[src/rtl/zyy_seg_pkg.sv]
// Shared types and constants for the game timer / seven-segment scan block.
package zyy_seg_pkg;

    typedef enum logic [1:0] {
        ST_IDLE  = 2'd0,
        ST_RUN   = 2'd1,
        ST_PAUSE = 2'd2,
        ST_DONE  = 2'd3
    } state_e;

    typedef logic [3:0] bcd_t;

    localparam bcd_t       BLANK   = 4'hF;
    localparam logic [6:0] SEG_OFF = 7'h7F;

    // Active-low {g,f,e,d,c,b,a}; index is the BCD value.
    localparam logic [9:0][6:0] SEG_LUT = {
        7'h10, 7'h00, 7'h78, 7'h02, 7'h12,
        7'h19, 7'h30, 7'h24, 7'h79, 7'h40
    };

    function automatic logic [6:0] seg_decode(input bcd_t d);
        if (d < 4'd10) return SEG_LUT[d];
        return SEG_OFF;
    endfunction

    // mm:ss stored as {mm tens, mm units, ss tens, ss units}.
    function automatic logic [3:0][3:0] tm_inc(input logic [3:0][3:0] t);
        logic [3:0][3:0] r;
        r = t;
        if (t[0] != 4'd9) r[0] = t[0] + 4'd1;
        else begin
            r[0] = 4'd0;
            if (t[1] != 4'd5) r[1] = t[1] + 4'd1;
            else begin
                r[1] = 4'd0;
                if (t[2] != 4'd9) r[2] = t[2] + 4'd1;
                else begin
                    r[2] = 4'd0;
                    r[3] = t[3] + 4'd1;
                end
            end
        end
        return r;
    endfunction

    function automatic logic [3:0][3:0] tm_dec(input logic [3:0][3:0] t);
        logic [3:0][3:0] r;
        r = t;
        if (t[0] != 4'd0) r[0] = t[0] - 4'd1;
        else begin
            r[0] = 4'd9;
            if (t[1] != 4'd0) r[1] = t[1] - 4'd1;
            else begin
                r[1] = 4'd5;
                if (t[2] != 4'd0) r[2] = t[2] - 4'd1;
                else begin
                    r[2] = 4'd9;
                    r[3] = t[3] - 4'd1;
                end
            end
        end
        return r;
    endfunction

    // Four-digit BCD increment that sticks at 9999.
    function automatic logic [3:0][3:0] score_inc(input logic [3:0][3:0] s);
        logic [3:0][3:0] r;
        logic            carry;
        r     = s;
        carry = 1'b1;
        if (s == 16'h9999) return s;
        for (int i = 0; i < 4; i++) begin
            if (carry) begin
                if (s[i] == 4'd9) r[i] = 4'd0;
                else begin
                    r[i]  = s[i] + 4'd1;
                    carry = 1'b0;
                end
            end
        end
        return r;
    endfunction

endpackage

[src/rtl/zyy_seg_scan.sv]
// Seven-segment scanner: steps through the digit bus at SCAN_DIV cycles per
// digit and drives registered, mutually consistent segment / enable outputs.
module zyy_seg_scan
    import zyy_seg_pkg::*;
#(
    parameter int DIGITS   = 8,
    parameter int SCAN_DIV = 100000
) (
    input  logic                   clk,
    input  logic                   rst,
    input  logic [DIGITS-1:0][3:0] digits_i,
    output logic [6:0]             seg_o,
    output logic [DIGITS-1:0]      law_o
);

    localparam int DW = $clog2(SCAN_DIV + 1);
    localparam int IW = $clog2(DIGITS);

    logic [DW-1:0]     div_q;
    logic [IW-1:0]     idx_q, sel_q;
    logic              stb_q;
    logic [6:0]        seg_q, seg_d;
    logic [DIGITS-1:0] law_q, law_d;
    logic              wrap;

    assign wrap = (div_q == DW'(SCAN_DIV - 1));

    // Segment pattern and enable for the digit captured at the last wrap.
    always_comb begin
        seg_d = seg_decode(digits_i[sel_q]);
        law_d = ~(DIGITS'(1) << sel_q);
    end

    // Divider/index advance on wrap; outputs load together one cycle later.
    always_ff @(posedge clk or negedge rst) begin
        if (!rst) begin
            div_q <= '0;
            idx_q <= '0;
            sel_q <= '0;
            stb_q <= 1'b0;
            seg_q <= SEG_OFF;
            law_q <= '1;
        end else begin
            stb_q <= wrap;
            if (wrap) begin
                div_q <= '0;
                sel_q <= idx_q;
                idx_q <= (idx_q == IW'(DIGITS - 1)) ? '0 : idx_q + 1'b1;
            end else begin
                div_q <= div_q + 1'b1;
            end
            if (stb_q) begin
                seg_q <= seg_d;
                law_q <= law_d;
            end
        end
    end

    assign seg_o = seg_q;
    assign law_o = law_q;

endmodule

[src/rtl/zyy_seg_timer.sv]
// Game timer (count up / count down), BCD hit score and display driver.
module zyy_seg_timer
    import zyy_seg_pkg::*;
#(
    parameter int DIGITS     = 8,
    parameter int SCAN_DIV   = 100000,
    parameter int SEC_DIV    = 100000000,
    parameter int PRESET_MIN = 2,
    parameter int PRESET_SEC = 0
) (
    input  logic              clk,
    input  logic              rst,
    input  logic              start,
    input  logic              pause,
    input  logic              over,
    input  logic              mode,
    input  logic              hit,
    output logic              running,
    output logic              timeout,
    output logic [6:0]        oData,
    output logic [DIGITS-1:0] law
);

    localparam int SW = $clog2(SEC_DIV + 1);
    localparam logic [3:0][3:0] PRESET_TM = {
        4'(PRESET_MIN / 10), 4'(PRESET_MIN % 10),
        4'(PRESET_SEC / 10), 4'(PRESET_SEC % 10)
    };

    state_e          state_q, state_d;
    logic            mode_q, mode_d;
    logic [SW-1:0]   sdiv_q, sdiv_d;
    logic [3:0][3:0] tm_q, tm_d, tm_load;
    logic [3:0][3:0] score_q, score_d;
    logic            tmo_q, tmo_d;
    logic            run_q;
    logic            sec_wrap;
    logic [7:0][3:0] dig_all;

    assign sec_wrap = (sdiv_q == SW'(SEC_DIV - 1));
    assign tm_load  = mode ? PRESET_TM : '0;

    // Next state: start low, over, terminal time, pause, second tick.
    always_comb begin
        state_d = state_q;
        mode_d  = mode_q;
        sdiv_d  = sdiv_q;
        tm_d    = tm_q;
        score_d = score_q;
        tmo_d   = tmo_q;
        if (!start) begin
            state_d = ST_IDLE;
            score_d = '0;
            tmo_d   = 1'b0;
            tm_d    = tm_load;
        end else begin
            case (state_q)
                ST_IDLE: begin
                    mode_d  = mode;
                    tm_d    = tm_load;
                    sdiv_d  = '0;
                    state_d = over ? ST_DONE : ST_RUN;
                end
                ST_RUN: begin
                    if (hit) score_d = score_inc(score_q);
                    if (over) begin
                        state_d = ST_DONE;
                    end else if (mode_q && tm_q == '0) begin
                        tmo_d   = 1'b1;
                        state_d = ST_DONE;
                    end else if (pause) begin
                        state_d = ST_PAUSE;
                    end else if (sec_wrap) begin
                        sdiv_d = '0;
                        if (!mode_q) begin
                            if (tm_q == 16'h9959) state_d = ST_DONE;
                            else                  tm_d    = tm_inc(tm_q);
                        end else begin
                            tm_d = tm_dec(tm_q);
                            if (tm_d == '0) begin
                                tmo_d   = 1'b1;
                                state_d = ST_DONE;
                            end
                        end
                    end else begin
                        sdiv_d = sdiv_q + 1'b1;
                    end
                end
                ST_PAUSE: begin
                    if (over)        state_d = ST_DONE;
                    else if (!pause) state_d = ST_RUN;
                end
                default: ;
            endcase
        end
    end

    // Timer, score and FSM registers; running is registered from next state.
    always_ff @(posedge clk or negedge rst) begin
        if (!rst) begin
            state_q <= ST_IDLE;
            mode_q  <= 1'b0;
            sdiv_q  <= '0;
            tm_q    <= '0;
            score_q <= '0;
            tmo_q   <= 1'b0;
            run_q   <= 1'b0;
        end else begin
            state_q <= state_d;
            mode_q  <= mode_d;
            sdiv_q  <= sdiv_d;
            tm_q    <= tm_d;
            score_q <= score_d;
            tmo_q   <= tmo_d;
            run_q   <= (state_d == ST_RUN);
        end
    end

    assign running = run_q;
    assign timeout = tmo_q;
    assign dig_all = {score_q, tm_q};

    zyy_seg_scan #(
        .DIGITS   (DIGITS),
        .SCAN_DIV (SCAN_DIV)
    ) u_scan (
        .clk      (clk),
        .rst      (rst),
        .digits_i (dig_all[DIGITS-1:0]),
        .seg_o    (oData),
        .law_o    (law)
    );

endmodule
[config.mk]
export PLATFORM = sky130hd
export DESIGN_NAME = zyy_seg_timer
export DESIGN_NICKNAME = d
export VERILOG_FILES = /design/src/rtl/zyy_seg_pkg.sv /design/src/rtl/zyy_seg_scan.sv /design/src/rtl/zyy_seg_timer.sv
export SDC_FILE = /design/constraint.sdc
export NUM_CORES = 1
export LEC_CHECK = 0
export ABC_AREA = 1
export CAP_MARGIN = 10
export CORE_MARGIN = 2
export CORE_UTILIZATION = 40
export DETAILED_ROUTE_END_ITERATION = 8
export MAX_ROUTING_LAYER = met4
export SYNTH_ARGS = -nofsm -noshare
export SYNTH_HDL_FRONTEND = slang
export SYNTH_SLANG_ARGS = --single-unit
[constraint.sdc]
create_clock -name clk -period 6.55 [get_ports clk]
set_input_delay 0.9825 -clock clk [delete_from_list [all_inputs] [get_ports clk]]
set_output_delay 0.9825 -clock clk [all_outputs]
set_load 0.05 [all_outputs]
==> impl_metrics.toml, run 1 <==
[clocking]
clock-root-buffer = "clkbuf_16"
cts.path.max_buffers = 2
holdBufCountCts = 0
clock_sinks = 103
cts_tree = "yes"
clock_latency_ps = 370
cts_buffers = 9
cts.repair.resized = 0
htreeDepth = 3
clk_pin_slew_ps = 80
postCtsSetupBuffers = 0

[sta]
finalCritPeriodShare_pct = 48.2
worst_slack_ps = 3390
hold_ws_ps = 475
final.setup.tns_ps = 0
layout_min_cycle_time_ps = 3160
rsz0062_at_grt = "no"
fmax_mhz = 317
finalMaxSlewViolations = 0
clock_skew_ps = 10.6
hold_viol_final = 0
tightest_slew_ps = 971
finalSetupViolCount = 0
max-slew-margin-rel_pct = 35.3

[route]
top_layer_used = "met4"
route.met2.wl_um = 7410
antenna_left = 0
drt_iter0_drc = 484
dr_wl_met3_um = 789
avgViaCountPerCell = 5.20
totalWireLength_um = 16600
vias = 5911
drt_pass1_iterations = 5
drc = 0
wl_met1_um = 8100
wl_per_cell_um = 14.6

[floorplan]
dieWidth_um = 133
io_pins = 24
die_area_sq_mm = 0.0176
core_area_sq_mm = 0.0164
fp.dieH_um = 133
start_util_pct = 40.4
rows = 47

[power_and_ir_drop]
ir_drop_uv = 148
power_mw = 1.73
leakage_nw = 3.38
p_per_area_mw_per_mm2 = 234

[critical_path]
worst_ep_arrival_time_ps = 3400
path_class = "input pin to flop"
r2r_setup_slack_ps = 3820
worstSetupPathDepth = 11
cp_top_family = "buffers and inverters"
cp_max_fo = 13
cpMaxStageDelayCell = "clkdlybuf4s50_1"
critPathRequiredTime_ps = 6800
start_kind = "input pin"
cp_cell_sequence = "clkdlybuf4s50_1 > inv_2 > nor2_1 > nand2_2 > inv_2 > nand2_1 > o2111ai_1 > nor2_1 > nand3_1 > o21ai_0 > nand2_1"
r2r-start = "dig_all[0]$_DFFE_PN0P_"
end_kind = "flop"
critPathMaxStageDelay_ps = 690
crit_buf_inv = 3
r2r_cells = 12
rr_endpoint = "sdiv_q[20]$_DFFE_PN0P_"

[synth]
yosysUniqueCellTypes = 54
ys.flop_type = "dfrtp_1"
synth-seq-cells = 103
async_flop_share_pct = 100
yosysWarnings = 0
synth.avg_cell_area_sq_um = 7.46
synth_area_sq_mm = 0.00662
synth_edf_count = 0
syn_nets = 920
syn_inst = 888
ys_seq_area_share_pct = 39.2

[global_routing]
grt_max_degree = 75
grt_first_pass_wirelength_um = 28200
grt_pass1_vias = 5683
grt_antenna_before_repair = 0
grtUsageTotal_pct = 20.4
grt_remaining_overflow = 0

[hold_path]
hp-start = "u_scan.div_q[0]$_DFF_PN0_"
worstHoldPathType = "flop to flop"
hold_end = "u_scan.div_q[0]$_DFF_PN0_"
min_path_cells = 1

[place]
pre_cts_slack_ps = 3100
numPortBuffers = 23
dp_cells = 1121
gp_congestion = 0.904
dpl_cell_area_sq_mm = 0.00708
place.detailed.hpwl_um = 12200

[cells_and_area]
fillers = 1665
fin_cells = 1137
fin_nets = 944
antenna_cells = 0
final_cell_area_sq_mm = 0.00740
syn_to_final_growth_pct = 11.7
drive_gt1_share_pct = 7.96
utilization_pct = 45.1

[run_status]
status = "complete, no violations"

[run]
maxCapViolCount = 0
==> logic make-up after synthesis <==
group | share of synthesized area, %
xor+xnor | 3.97
buf+inv | 8.16
flops | 39.2
compound gates | 12.3
simple gates | 31.4
mux | 0.302
fa+ha+maj | 4.72
==> how the worst max path moves through the flow <==
stage          startpoint                      end
2_1_floorplan       start  dig_all[15]$_DFFE_PN0P_
3_3_place_gp        start  dig_all[13]$_DFFE_PN0P_
3_5_place_dp        start  dig_all[15]$_DFFE_PN0P_
4_1_cts             start  dig_all[15]$_DFFE_PN0P_
5_1_grt             start  dig_all[13]$_DFFE_PN0P_
6_report            start  dig_all[15]$_DFFE_PN0P_
==> layer usage <==
metal / global-route usage [%] / vias to the layer above
met5: - / -
met4: 6.69 / 0
met3: 3.14 / 22
met2: 30.1 / 174
met1: 28.7 / 2720
li1: - / 2995
==> state kept, by name, indices dropped and copies added (netlist names) <==
| register | cells |
|---|---|
| dig_all | 32 |
| sdiv_q | 27 |
| u_scan.div_q | 17 |
| u_scan.law_o | 8 |
| u_scan.seg_o | 7 |
| u_scan.idx_q | 3 |
| u_scan.sel_q | 3 |
| state_q | 2 |
| mode_q | 1 |
| running | 1 |
| timeout | 1 |
| u_scan.stb_q | 1 |
==> cell usage after synthesis, drive strengths merged (15+ instances only) <==
library cell,number,area (sq um)
dfstp,15,394
nand2,182,711
nand4,31,194
xor2,24,210
dfrtp,88,2200
a21oi,31,155
ha,25,313
nor2,117,490
nand3,68,363
inv,129,484
nor3,31,186
o21ai,66,349
==> area by class of cell <==
class | count | area, sq um | share of cell area [%]
Sequential cell | 103 | 2600 | 35.1
Multi-Input combinational cell | 645 | 3490 | 47.1
Timing Repair Buffer | 24 | 235 | 3.18
Inverter | 129 | 484 | 6.54
Tap cell | 220 | 275 | 3.72
Clock inverter | 6 | 83.8 | 1.13
Clock buffer | 10 | 239 | 3.23
==> where the power goes <==
| part | leakage (nW) | internal [mW] | total (mW) | switching (mW) |
|---|---|---|---|---|
| sequential | 1.35 | 0.665 | 0.715 | 0.0499 |
| combinational | 1.87 | 0.131 | 0.421 | 0.290 |
| clock | 0.161 | 0.320 | 0.593 | 0.274 |
| total | 3.38 | 1.12 | 1.73 | 0.613 |
==> cells in the final DEF (no fill, tap or decap), types with 4 or more instances in the layout <==
cell type | Yosys | final
a21oi_1 | 31 | 31
a22oi_1 | 8 | 8
a31oi_1 | 5 | 5
clkbuf_16 | 0 | 9
clkdlybuf4s50_1 | 0 | 22
dfrtp_1 | 88 | 88
dfstp_2 | 15 | 15
ha_1 | 25 | 25
inv_1 | 119 | 119
inv_2 | 10 | 10
inv_8 | 0 | 4
nand2_1 | 175 | 175
nand2_2 | 5 | 5
nand3_1 | 65 | 65
nand4_1 | 31 | 31
nor2_1 | 108 | 108
nor2_2 | 5 | 5
nor3_1 | 26 | 26
nor3_2 | 4 | 4
nor4_1 | 8 | 8
o21ai_0 | 46 | 46
o21ai_1 | 17 | 17
o22ai_1 | 11 | 11
o31ai_1 | 4 | 4
xnor2_1 | 6 | 6
xor2_1 | 24 | 24
No activity file was read; power rests on OpenSTA's default activity.
==> run 2: changes to the inputs <==
==> constraint.sdc (replaced) <==
create_clock -name clk -period 2.75 [get_ports clk]
set_input_delay 0.4125 -clock clk [delete_from_list [all_inputs] [get_ports clk]]
set_output_delay 0.4125 -clock clk [all_outputs]
set_load 0.05 [all_outputs]
==> run 2 against run 1 <==
Effect of this change:
- count of clock-buffer cells in the layout decreased by 1
- sequential share of layout area down 0.58 points
- final cell count grew 1.1%
- register-to-register slack worse by 3500 ps
- flip-flop and latch count unchanged
- non-clock buffer count rose by 13
- via count increased by 0.81%
- critical path depth grew 1
- clock power grew 150%
- largest cell class unchanged
- critical endpoint is now sdiv_q[20]$_DFFE_PN0P_
- routed wire length fell by 1.1%
- largest power group unchanged
- combinational power rose by 140%
==> impl_metrics.toml, run 2 (synthesis results as in run 1) <==
[floorplan]
fp.dieH_um = 133
start_util_pct = 40.4
die_area_sq_mm = 0.0176
core_area_sq_mm = 0.0164
rows = 47
dieWidth_um = 133
io_pins = 24

[route]
wl_per_cell_um = 14.3
antenna_left = 0
totalWireLength_um = 16400
avgViaCountPerCell = 5.18
drc = 0
drt_iter0_drc = 428
drt_pass1_iterations = 6
vias = 5959

[sta]
finalSetupViolCount = 0
clock_skew_ps = 5.11
finalMaxSlewViolations = 0
rsz0062_at_grt = "no"
finalCritPeriodShare_pct = 87.8
hold_viol_final = 0
tightest_slew_ps = 551
fmax_mhz = 414
layout_min_cycle_time_ps = 2420
max-slew-margin-rel_pct = 63.1
final.setup.tns_ps = 0

[place]
place.detailed.hpwl_um = 12200
numPortBuffers = 23
gp_congestion = 0.933

[cells_and_area]
mostFrequentLayoutCells = "175 x nand2_1, 119 x inv_1, 108 x nor2_1, 88 x dfrtp_1, 65 x nand3_1"
layout_commonest_cell = "nand2_1"
largest_reg_flops = 32
drive_gt1_share_pct = 9.14
antenna_cells = 0
fin_nets = 957
syn_to_final_growth_pct = 13.6

[clocking]
cts.repair.resized = 0
cts_tree = "yes"
clock_latency_ps = 360
clock_sinks = 103
cts.path.max_buffers = 2
clock-root-buffer = "clkbuf_16"
clk_pin_slew_ps = 80
holdBufCountCts = 1
cts_buffers = 9
postCtsSetupBuffers = 0
htreeDepth = 3

[critical_path]
cp_max_fo = 17
worst_ep_arrival_time_ps = 2670
critPathRequiredTime_ps = 3000
end_kind = "flop"
path_class = "flop to flop"
start_kind = "flop"

[power_and_ir_drop]
pwr-share-seq_pct = 40.3
p_per_area_mw_per_mm2 = 558
swShare_pct = 34.7
clock_power_share_pct = 35.1
p_switching_mw = 1.46
ir_drop_uv = 405
power_mw = 4.20
leakage_nw = 3.46
p_comb_share_pct = 24.6
p_int_mw = 2.74

[global_routing]
grt_first_pass_wirelength_um = 28400
grt_remaining_overflow = 0
grt_antenna_before_repair = 0
grt_max_degree = 43
grt_pass1_vias = 5706
grtUsageTotal_pct = 20.3

[run]
maxCapViolCount = 0

[run_status]
status = "complete, no violations"

[hold_path]
worstHoldPathType = "flop to flop"
-- run 2: changes by cell type in the layout (fill, tap and decap cells not counted), sizes merged --
| cell | before | now |
|---|---|---|
| buf | 2 | 14 |
| bufinv | 1 | 2 |
| clkbuf | 10 | 9 |
| dlygate4sd3 | 0 | 1 |
-- run 2: power by group through the flow --
stage	sequential, mW	combinational (mW)	clock, mW
final	1.69	1.03	1.47
after global routing	1.71	1.16	1.58
after CTS	1.69	1.03	1.52
after detailed placement	1.72	1.02	0
after global placement	1.72	1.02	0
after floorplan	1.72	0.734	0
-- run 2: final cells by class --
class,instances,area [sq um]
Multi-Input combinational cell,645,3490
Sequential cell,103,2600
Fill cell,1607,8880
Inverter,129,484
Timing Repair Buffer,37,348
Clock inverter,7,109
Tap cell,220,275
Clock buffer,9,225
-- run 2: worst paths after layout --
check,start,to,slack [ps],cells past startpoint
worst max register to register,dig_all[1]$_DFFE_PN0P_,sdiv_q[20]$_DFFE_PN0P_,330,12
worst max-delay path,dig_all[1]$_DFFE_PN0P_,sdiv_q[20]$_DFFE_PN0P_,330,12
worst min register to register,u_scan.stb_q$_DFF_PN0_,u_scan.seg_o[3]$_DFFE_PN1P_,480,1
max in group asynchronous,rst,u_scan.seg_o[0]$_DFFE_PN1P_,1460,3
worst min-delay path,u_scan.stb_q$_DFF_PN0_,u_scan.seg_o[3]$_DFFE_PN1P_,480,1
min in group asynchronous,rst,mode_q$_DFFE_PN0P_,530,2
-- run 2: worst max-delay path, stage by stage (launching register included) --
cell and delay, ps:
dfrtp_1 430, inv_1 130, ha_1 390, nand2_4 150, nor2_8 190, nand3_2 120
nand2_2 120, o21ai_4 70, nand3_4 200, inv_2 180, nand3_1 120, xor2_1 140
nor2_1 50
-- run 2: metal layers --
layer | track usage [%] | up-vias | wire [um]
met5 | - | - | 0
met3 | 3.41 | 31 | 740
met4 | 6.75 | 0 | 326
li1 | - | 3021 | -
met2 | 30.3 | 140 | 7330
met1 | 28.2 | 2767 | 8020
-- run 2: through the flow --
step | utilization (%) | std cells | instance area [sq um] | hold WS (ps) | setup WS, ps
final | 45.9 | 1150 | 7520 | 479 | 334
after global routing | 45.9 | 1150 | 7520 | 496 | 79.3
after CTS | 45.9 | 1150 | 7520 | 478 | 345
after detailed placement | 43.8 | 1133 | 7180 | 387 | 164
after global placement | 43.8 | 1133 | 7180 | 380 | 229
after floorplan | - | 888 | 6620 | 117 | 655
